### config.mk
export PLATFORM = sky130hd
export DESIGN_NAME = parallel_serializer_flat
export DESIGN_NICKNAME = d
export VERILOG_FILES = /design/src/rtl/parallel_serializer_pkg.sv /design/src/rtl/parallel_serializer_if.sv /design/src/rtl/parallel_serializer_shift_core.sv /design/src/rtl/parallel_serializer.sv /design/src/flat_wrapper.sv
export SDC_FILE = /design/constraint.sdc
export NUM_CORES = 1
export LEC_CHECK = 0
export ABC_AREA = 1
export CAP_MARGIN = 5
export CORE_ASPECT_RATIO = 0.6
export CORE_MARGIN = 1.5
export CORE_UTILIZATION = 25
export DETAILED_ROUTE_END_ITERATION = 6
export GPL_ROUTABILITY_DRIVEN = 1
export HOLD_SLACK_MARGIN = 0.08
export SKIP_LAST_GASP = 1
export SLEW_MARGIN = 0
export SYNTH_ARGS = -nofsm -noshare
export SYNTH_HDL_FRONTEND = slang
export SYNTH_SLANG_ARGS = --single-unit
### constraint.sdc
create_clock -name clk -period 2.1 [get_ports clk]
set_input_delay 0.21 -clock clk [delete_from_list [all_inputs] [get_ports clk]]
set_output_delay 0.21 -clock clk [all_outputs]
set_load 0.005 [all_outputs]
### src/rtl/parallel_serializer_pkg.sv
// rtl/parallel_serializer_pkg.sv - shared types and helpers for the parallel serializer
//
// Purpose : shift-engine state encoding and the output-bit selector used by
//           the shift core.
// Ports   : none (package).
package par_ser_pkg;

  typedef enum logic {
    IDLE  = 1'b0,
    SHIFT = 1'b1
  } ser_state_e;

  // Bit presented on the serial line: the shifter's top bit when sending
  // MSB first, its bottom bit otherwise.
  function automatic logic out_bit(input logic msb_bit,
                                   input logic lsb_bit,
                                   input bit   msb_first);
    return msb_first ? msb_bit : lsb_bit;
  endfunction

endpackage

### src/rtl/parallel_serializer_if.sv
// rtl/parallel_serializer_if.sv - word-in / bit-out handshake bundle
//
// Purpose : groups the parallel input handshake and the serial output
//           signals of the serializer.
// Signals : din_parallel, din_valid (producer -> serializer)
//           din_ready (serializer -> producer)
//           dout_serial, dout_valid, dout_last (serializer -> link)
// Modports: master = producer/link side, slave = serializer side.
interface par_ser_if #(
  parameter int DATA_W = 8
);

  logic [DATA_W-1:0] din_parallel;
  logic              din_valid;
  logic              din_ready;
  logic              dout_serial;
  logic              dout_valid;
  logic              dout_last;

  modport master (
    output din_parallel,
    output din_valid,
    input  din_ready,
    input  dout_serial,
    input  dout_valid,
    input  dout_last
  );

  modport slave (
    input  din_parallel,
    input  din_valid,
    output din_ready,
    output dout_serial,
    output dout_valid,
    output dout_last
  );

endinterface

### src/rtl/parallel_serializer_shift_core.sv
// rtl/parallel_serializer_shift_core.sv - shifter, bit counter and shift FSM
//
// Purpose : shifts a loaded word out one bit per clock, reloading from the
//           holding register on the final bit so words stream gaplessly.
// Ports   : clk, rstn (async active-low), clr (sync flush)
//           hold_full, hold_data : holding register contents from the top
//           load                 : this edge takes hold_data into the shifter
//           active               : shifter is sending (state == SHIFT)
//           dout_serial, dout_valid, dout_last : serial output
module ser_shift_core
  import par_ser_pkg::*;
#(
  parameter int DATA_W    = 8,
  parameter int MSB_FIRST = 1
) (
  input  logic              clk,
  input  logic              rstn,
  input  logic              clr,
  input  logic              hold_full,
  input  logic [DATA_W-1:0] hold_data,
  output logic              load,
  output logic              active,
  output logic              dout_serial,
  output logic              dout_valid,
  output logic              dout_last
);

  localparam int               CNT_W = $clog2(DATA_W);
  localparam logic [CNT_W-1:0] LAST  = CNT_W'(DATA_W - 1);

  ser_state_e        state;
  logic [CNT_W-1:0]  cnt;
  logic [DATA_W-1:0] shifter;
  logic [DATA_W-1:0] shifted;
  logic              at_last;

  assign at_last = (state == SHIFT) && (cnt == LAST);

  // A load happens either from IDLE or on the final bit of the current word;
  // clr wins so a flush never pulls the held word into the shifter.
  assign load = hold_full && !clr && ((state == IDLE) || (cnt == LAST));

  always_comb begin
    shifted = shifter;
    if (MSB_FIRST != 0) begin
      shifted = {shifter[DATA_W-2:0], 1'b0};
    end else begin
      shifted = {1'b0, shifter[DATA_W-1:1]};
    end
  end

  always_ff @(posedge clk or negedge rstn) begin
    if (!rstn) begin
      state   <= IDLE;
      cnt     <= '0;
      shifter <= '0;
    end else if (clr) begin
      state   <= IDLE;
      cnt     <= '0;
      shifter <= '0;
    end else if (load) begin
      shifter <= hold_data;
      cnt     <= '0;
      state   <= SHIFT;
    end else if (state == SHIFT) begin
      if (cnt == LAST) begin
        state <= IDLE;
        cnt   <= '0;
      end else begin
        shifter <= shifted;
        cnt     <= cnt + 1'b1;
      end
    end
  end

  assign active      = (state == SHIFT);
  assign dout_valid  = active;
  assign dout_last   = at_last;
  assign dout_serial = active &
                       out_bit(shifter[DATA_W-1], shifter[0], MSB_FIRST != 0);

endmodule

### src/rtl/parallel_serializer.sv
// rtl/parallel_serializer.sv - parallel-to-serial converter with holding register
//
// Purpose : accepts DATA_W-bit words on a valid/ready handshake into a
//           one-word holding register and streams them out bit-serially,
//           back-to-back with no idle bit between words.
// Ports   : clk, rstn (async active-low), clr (sync flush of held and
//           in-flight words)
//           bus  : par_ser_if slave (din_parallel/din_valid/din_ready,
//                  dout_serial/dout_valid/dout_last)
//           busy : a word is shifting or waiting in the holding register
module parallel_serializer
  import par_ser_pkg::*;
#(
  parameter int DATA_W    = 8,
  parameter int MSB_FIRST = 1
) (
  input  logic    clk,
  input  logic    rstn,
  input  logic    clr,
  par_ser_if.slave bus,
  output logic    busy
);

  logic [DATA_W-1:0] hold;
  logic              hold_full;
  logic              accept;
  logic              load;
  logic              active;

  // Ready is purely the inverse of the registered hold_full flag, so an
  // accept and a reload can never fall on the same edge.
  assign bus.din_ready = ~hold_full;
  assign accept        = bus.din_valid && !hold_full;

  always_ff @(posedge clk or negedge rstn) begin
    if (!rstn) begin
      hold      <= '0;
      hold_full <= 1'b0;
    end else if (clr) begin
      hold_full <= 1'b0;
    end else if (accept) begin
      hold      <= bus.din_parallel;
      hold_full <= 1'b1;
    end else if (load) begin
      hold_full <= 1'b0;
    end
  end

  ser_shift_core #(
    .DATA_W   (DATA_W),
    .MSB_FIRST(MSB_FIRST)
  ) u_core (
    .clk        (clk),
    .rstn       (rstn),
    .clr        (clr),
    .hold_full  (hold_full),
    .hold_data  (hold),
    .load       (load),
    .active     (active),
    .dout_serial(bus.dout_serial),
    .dout_valid (bus.dout_valid),
    .dout_last  (bus.dout_last)
  );

  assign busy = active | hold_full;

endmodule

### src/flat_wrapper.sv
// flat-port wrapper written by rule: the top's interface ports become plain ports
module parallel_serializer_flat import par_ser_pkg::*;
#(
  parameter int DATA_W    = 8,
  parameter int MSB_FIRST = 1
)
  (clk, rstn, clr, busy, bus_din_parallel, bus_din_valid, bus_din_ready, bus_dout_serial, bus_dout_valid, bus_dout_last);
  par_ser_if #(.DATA_W(DATA_W)) bus_i ();
  input  logic clk;
  input  logic rstn;
  input  logic clr;
  output logic busy;
  input wire logic [$bits(bus_i.din_parallel)-1:0] bus_din_parallel;
  input wire logic [$bits(bus_i.din_valid)-1:0] bus_din_valid;
  output wire logic [$bits(bus_i.din_ready)-1:0] bus_din_ready;
  output wire logic [$bits(bus_i.dout_serial)-1:0] bus_dout_serial;
  output wire logic [$bits(bus_i.dout_valid)-1:0] bus_dout_valid;
  output wire logic [$bits(bus_i.dout_last)-1:0] bus_dout_last;
  assign bus_i.din_parallel = bus_din_parallel;
  assign bus_i.din_valid = bus_din_valid;
  assign bus_din_ready = bus_i.din_ready;
  assign bus_dout_serial = bus_i.dout_serial;
  assign bus_dout_valid = bus_i.dout_valid;
  assign bus_dout_last = bus_i.dout_last;
  parallel_serializer #(.DATA_W(DATA_W), .MSB_FIRST(MSB_FIRST)) u_core (.clk(clk), .rstn(rstn), .clr(clr), .bus(bus_i), .busy(busy));
endmodule
==> flow_summary.ini <==
[logic_synthesis]
synth_ff_type = dfrtp_1
synth_edf_count = 0
synth-compound-area-share_pct = 5.634
synth_cell_type_count = 14
ys_ff_latch = 21
async_flop_share_pct = 100.0
synth_top_family_by_area = simple AND/OR/NAND/NOR gates
synth_top_area_cell = dfrtp_1
synthSimpleGateAreaFrac_pct = 33.03
synth_xor_area_share_pct = 0
synth-seq-area-share_pct = 53.78
syn-num-nets = 130
netlist_top_cells_count = nand2_1 (48), dfrtp_1 (21), nand3_1 (12)
syn_avg_cell_area_sq_um = 8.424
synth.area.top_cells = dfrtp_1 (54%), nand2_1 (18%), nand3_1 (6.1%), o21ai_0 (4.1%), nor2_4 (3.5%)
syn-cell-area_sq_um = 977.2
yosysMostFrequentCell = nand2_1
syn_inst = 116
synth_fa_ha_area_share_pct = 2.561
ys_warn_count = 0
muxShareOfSynthArea_pct = 0
synth.top_cell.area_share_pct = 53.78

[placement]
globalplace.congestion = 0.8051
numPortBuffers = 16
dp.cells = 179
hpwl_um = 1605
dp_slack_ns = 0.5120

[clocking]
postCtsHoldBufs = 0
clockBufferDepth = 2
htreeDepth = 1
numCtsBuffers = 3
post_cts_buffers = 0
root_buffer = clkbuf_8
clk_latency_ns = 0.26
ctsResizeCount = 0
clkTransAtPathRegs_ns = 0.08
cts.sinks = 21
cts_tree = yes

[min_path]
hold_path.class = input port to async pin

[global_routing]
grt_max_degree = 22
grtUsageTotal_pct = 10.53
antenna_found_initial = 0
grt.overflow.total = 0
grt_pass1_vias = 806
grt_pass1_wl_um = 3553

[layout]
fin_cells = 183
n_antenna_cell = 0
layout-drive-gt1-share_pct = 10.29
fin_nets = 151
area_growth_pct = 26.76
nFillCells = 401

[timing]
setup_tns_ns = 0
min_period_ns = 1.863
fin_skew_ns = 0.004397
drv_slew = 0
worst_slew_pin_slew_ns = 0.4805
whs_ns = 0.2870
fmax_mhz = 536.8
rsz0062_at_grt = no
setup_ws_ns = 0.2372
fin_crit_sh_pct = 88.70
hold_viol = 0
relSlewSlack_pct = 67.79
setup_viol = 0

[setup_path]
crit_path_cell_trace = ha_1 > ha_1 > nand2_1 > inv_1 > clkdlybuf4s50_1
crit_start = u_core.u_core.cnt[0]
rrSetupSlack_ns = 0.60
crit_type = register to primary output
path_max_fanout = 3
cpPeakStageDelay_ns = 0.43
end_kind = primary output
worstSetupStartpointType = register
arrival_ns = 1.65
crit_buf_inv = 2
r2r_end = u_core.u_core.shifter[2]
critPathTopFamily = buffers and inverters
required_ns = 1.89
crit_slowest_cell = clkdlybuf4s50_1
path_common_cell = ha_1
r2r-start = u_core.u_core.cnt[0]
ff2ff_path_depth = 8

[routing]
drt_iter0_markers = 19
post_drt_wl_per_cell_um = 11.28
routed_wl_um = 2064
drc_errors = 0
dr_total_vias = 792
via_per_inst = 4.328
ant_nets = 0
drtPass1Iterations = 4

[pwr]
switching_share_pct = 27.31
p_leak_nw = 0.6453
comb_power_share_pct = 15.4
cellPowerDensity_mw_per_mm2 = 712.7
p_sw_mw = 0.2411
peakVddDrop_mv = 0.3225
sequentialPowerShare_pct = 54.2
internal_power_mw = 0.6416
clkPwrFrac_pct = 30.4

[run_status]
status = completed

[die]
fp.dieW_um = 83.71
die_area_sq_mm = 0.004305
ioPinCount = 17
initial_core_util_pct = 26.40
coreArea_sq_mm = 0.003701
die_h_um = 51.43
num_rows = 17

[run]
drv_cap = 0
cell usage in the layout, fill, tap and decap left out, drive strengths merged:
master	n
clkbuf	3
nand3	12
nand4	2
nor3	1
clkinv	1
buf	1
nor2	5
clkdlybuf4s50	16
a21oi	3
nand2	51
ha	2
o21ai	8
dfrtp	21
inv	10
per-stage QoR:
step / area (sq um) / utilization, % / total power, mW
after floorplan: 977.2 / - / 0.5550
after global placement: 1192 / 32.22 / 0.6204
after detailed placement: 1192 / 32.22 / 0.6261
after CTS: 1239 / 33.47 / 0.8937
after global routing: 1239 / 33.47 / 0.9312
final: 1239 / 33.47 / 0.8828
state kept, by name, summed over array words and instances, names as in the netlist:
register,flops
u_core.hold_full,1
u_core.u_core.active,1
u_core.u_core.shifter,8
u_core.hold,8
u_core.u_core.cnt,3
cells by family (layout without fill, tap and decap cells):
family,Yosys count,after routing
buffers and inverters,11,31
AO/OA/AOI/OAI,11,11
AND/OR/NAND/NOR,71,71
adder cells (fa/ha/maj),2,2
flip-flops,21,21
worst max path at each step:
stage	end	slack (ns)	cells past startpoint
6_report	bus_dout_last	0.24	5
3_3_place_gp	bus_dout_last	0.55	5
5_1_grt	bus_dout_last	0.14	5
2_1_floorplan	u_core.u_core.shifter[2]	0.79	8
4_1_cts	bus_dout_last	0.22	5
3_5_place_dp	u_core.hold[2]	0.51	5
power by group through the flow:
stage	clock network, mW	logic [mW]	registers [mW]
floorplan	0	0.0767	0.478
global placement	0	0.136	0.484
detailed placement	0	0.139	0.487
CTS	0.275	0.140	0.479
global route	0.293	0.156	0.483
finish	0.268	0.136	0.478
layout make-up:
type | count | area, sq um | area share, %
flip-flops and latches | 21 | 525.5 | 42.42
multi-input cells | 84 | 402.9 | 32.53
repair buffers | 17 | 167.7 | 13.54
well taps | 47 | 58.81 | 4.747
clock buffers | 3 | 41.29 | 3.333
inverters | 10 | 37.54 | 3.030
clock inverters | 1 | 5.005 | 0.4040
routing by layer:
metal,track usage (%),part of all wire (%)
met1,14.13,52
met2,16.67,41
met3,4.200,7.5
met4,1.093,0
met5,0,0
No activity file was read; power rests on OpenSTA's default activity.
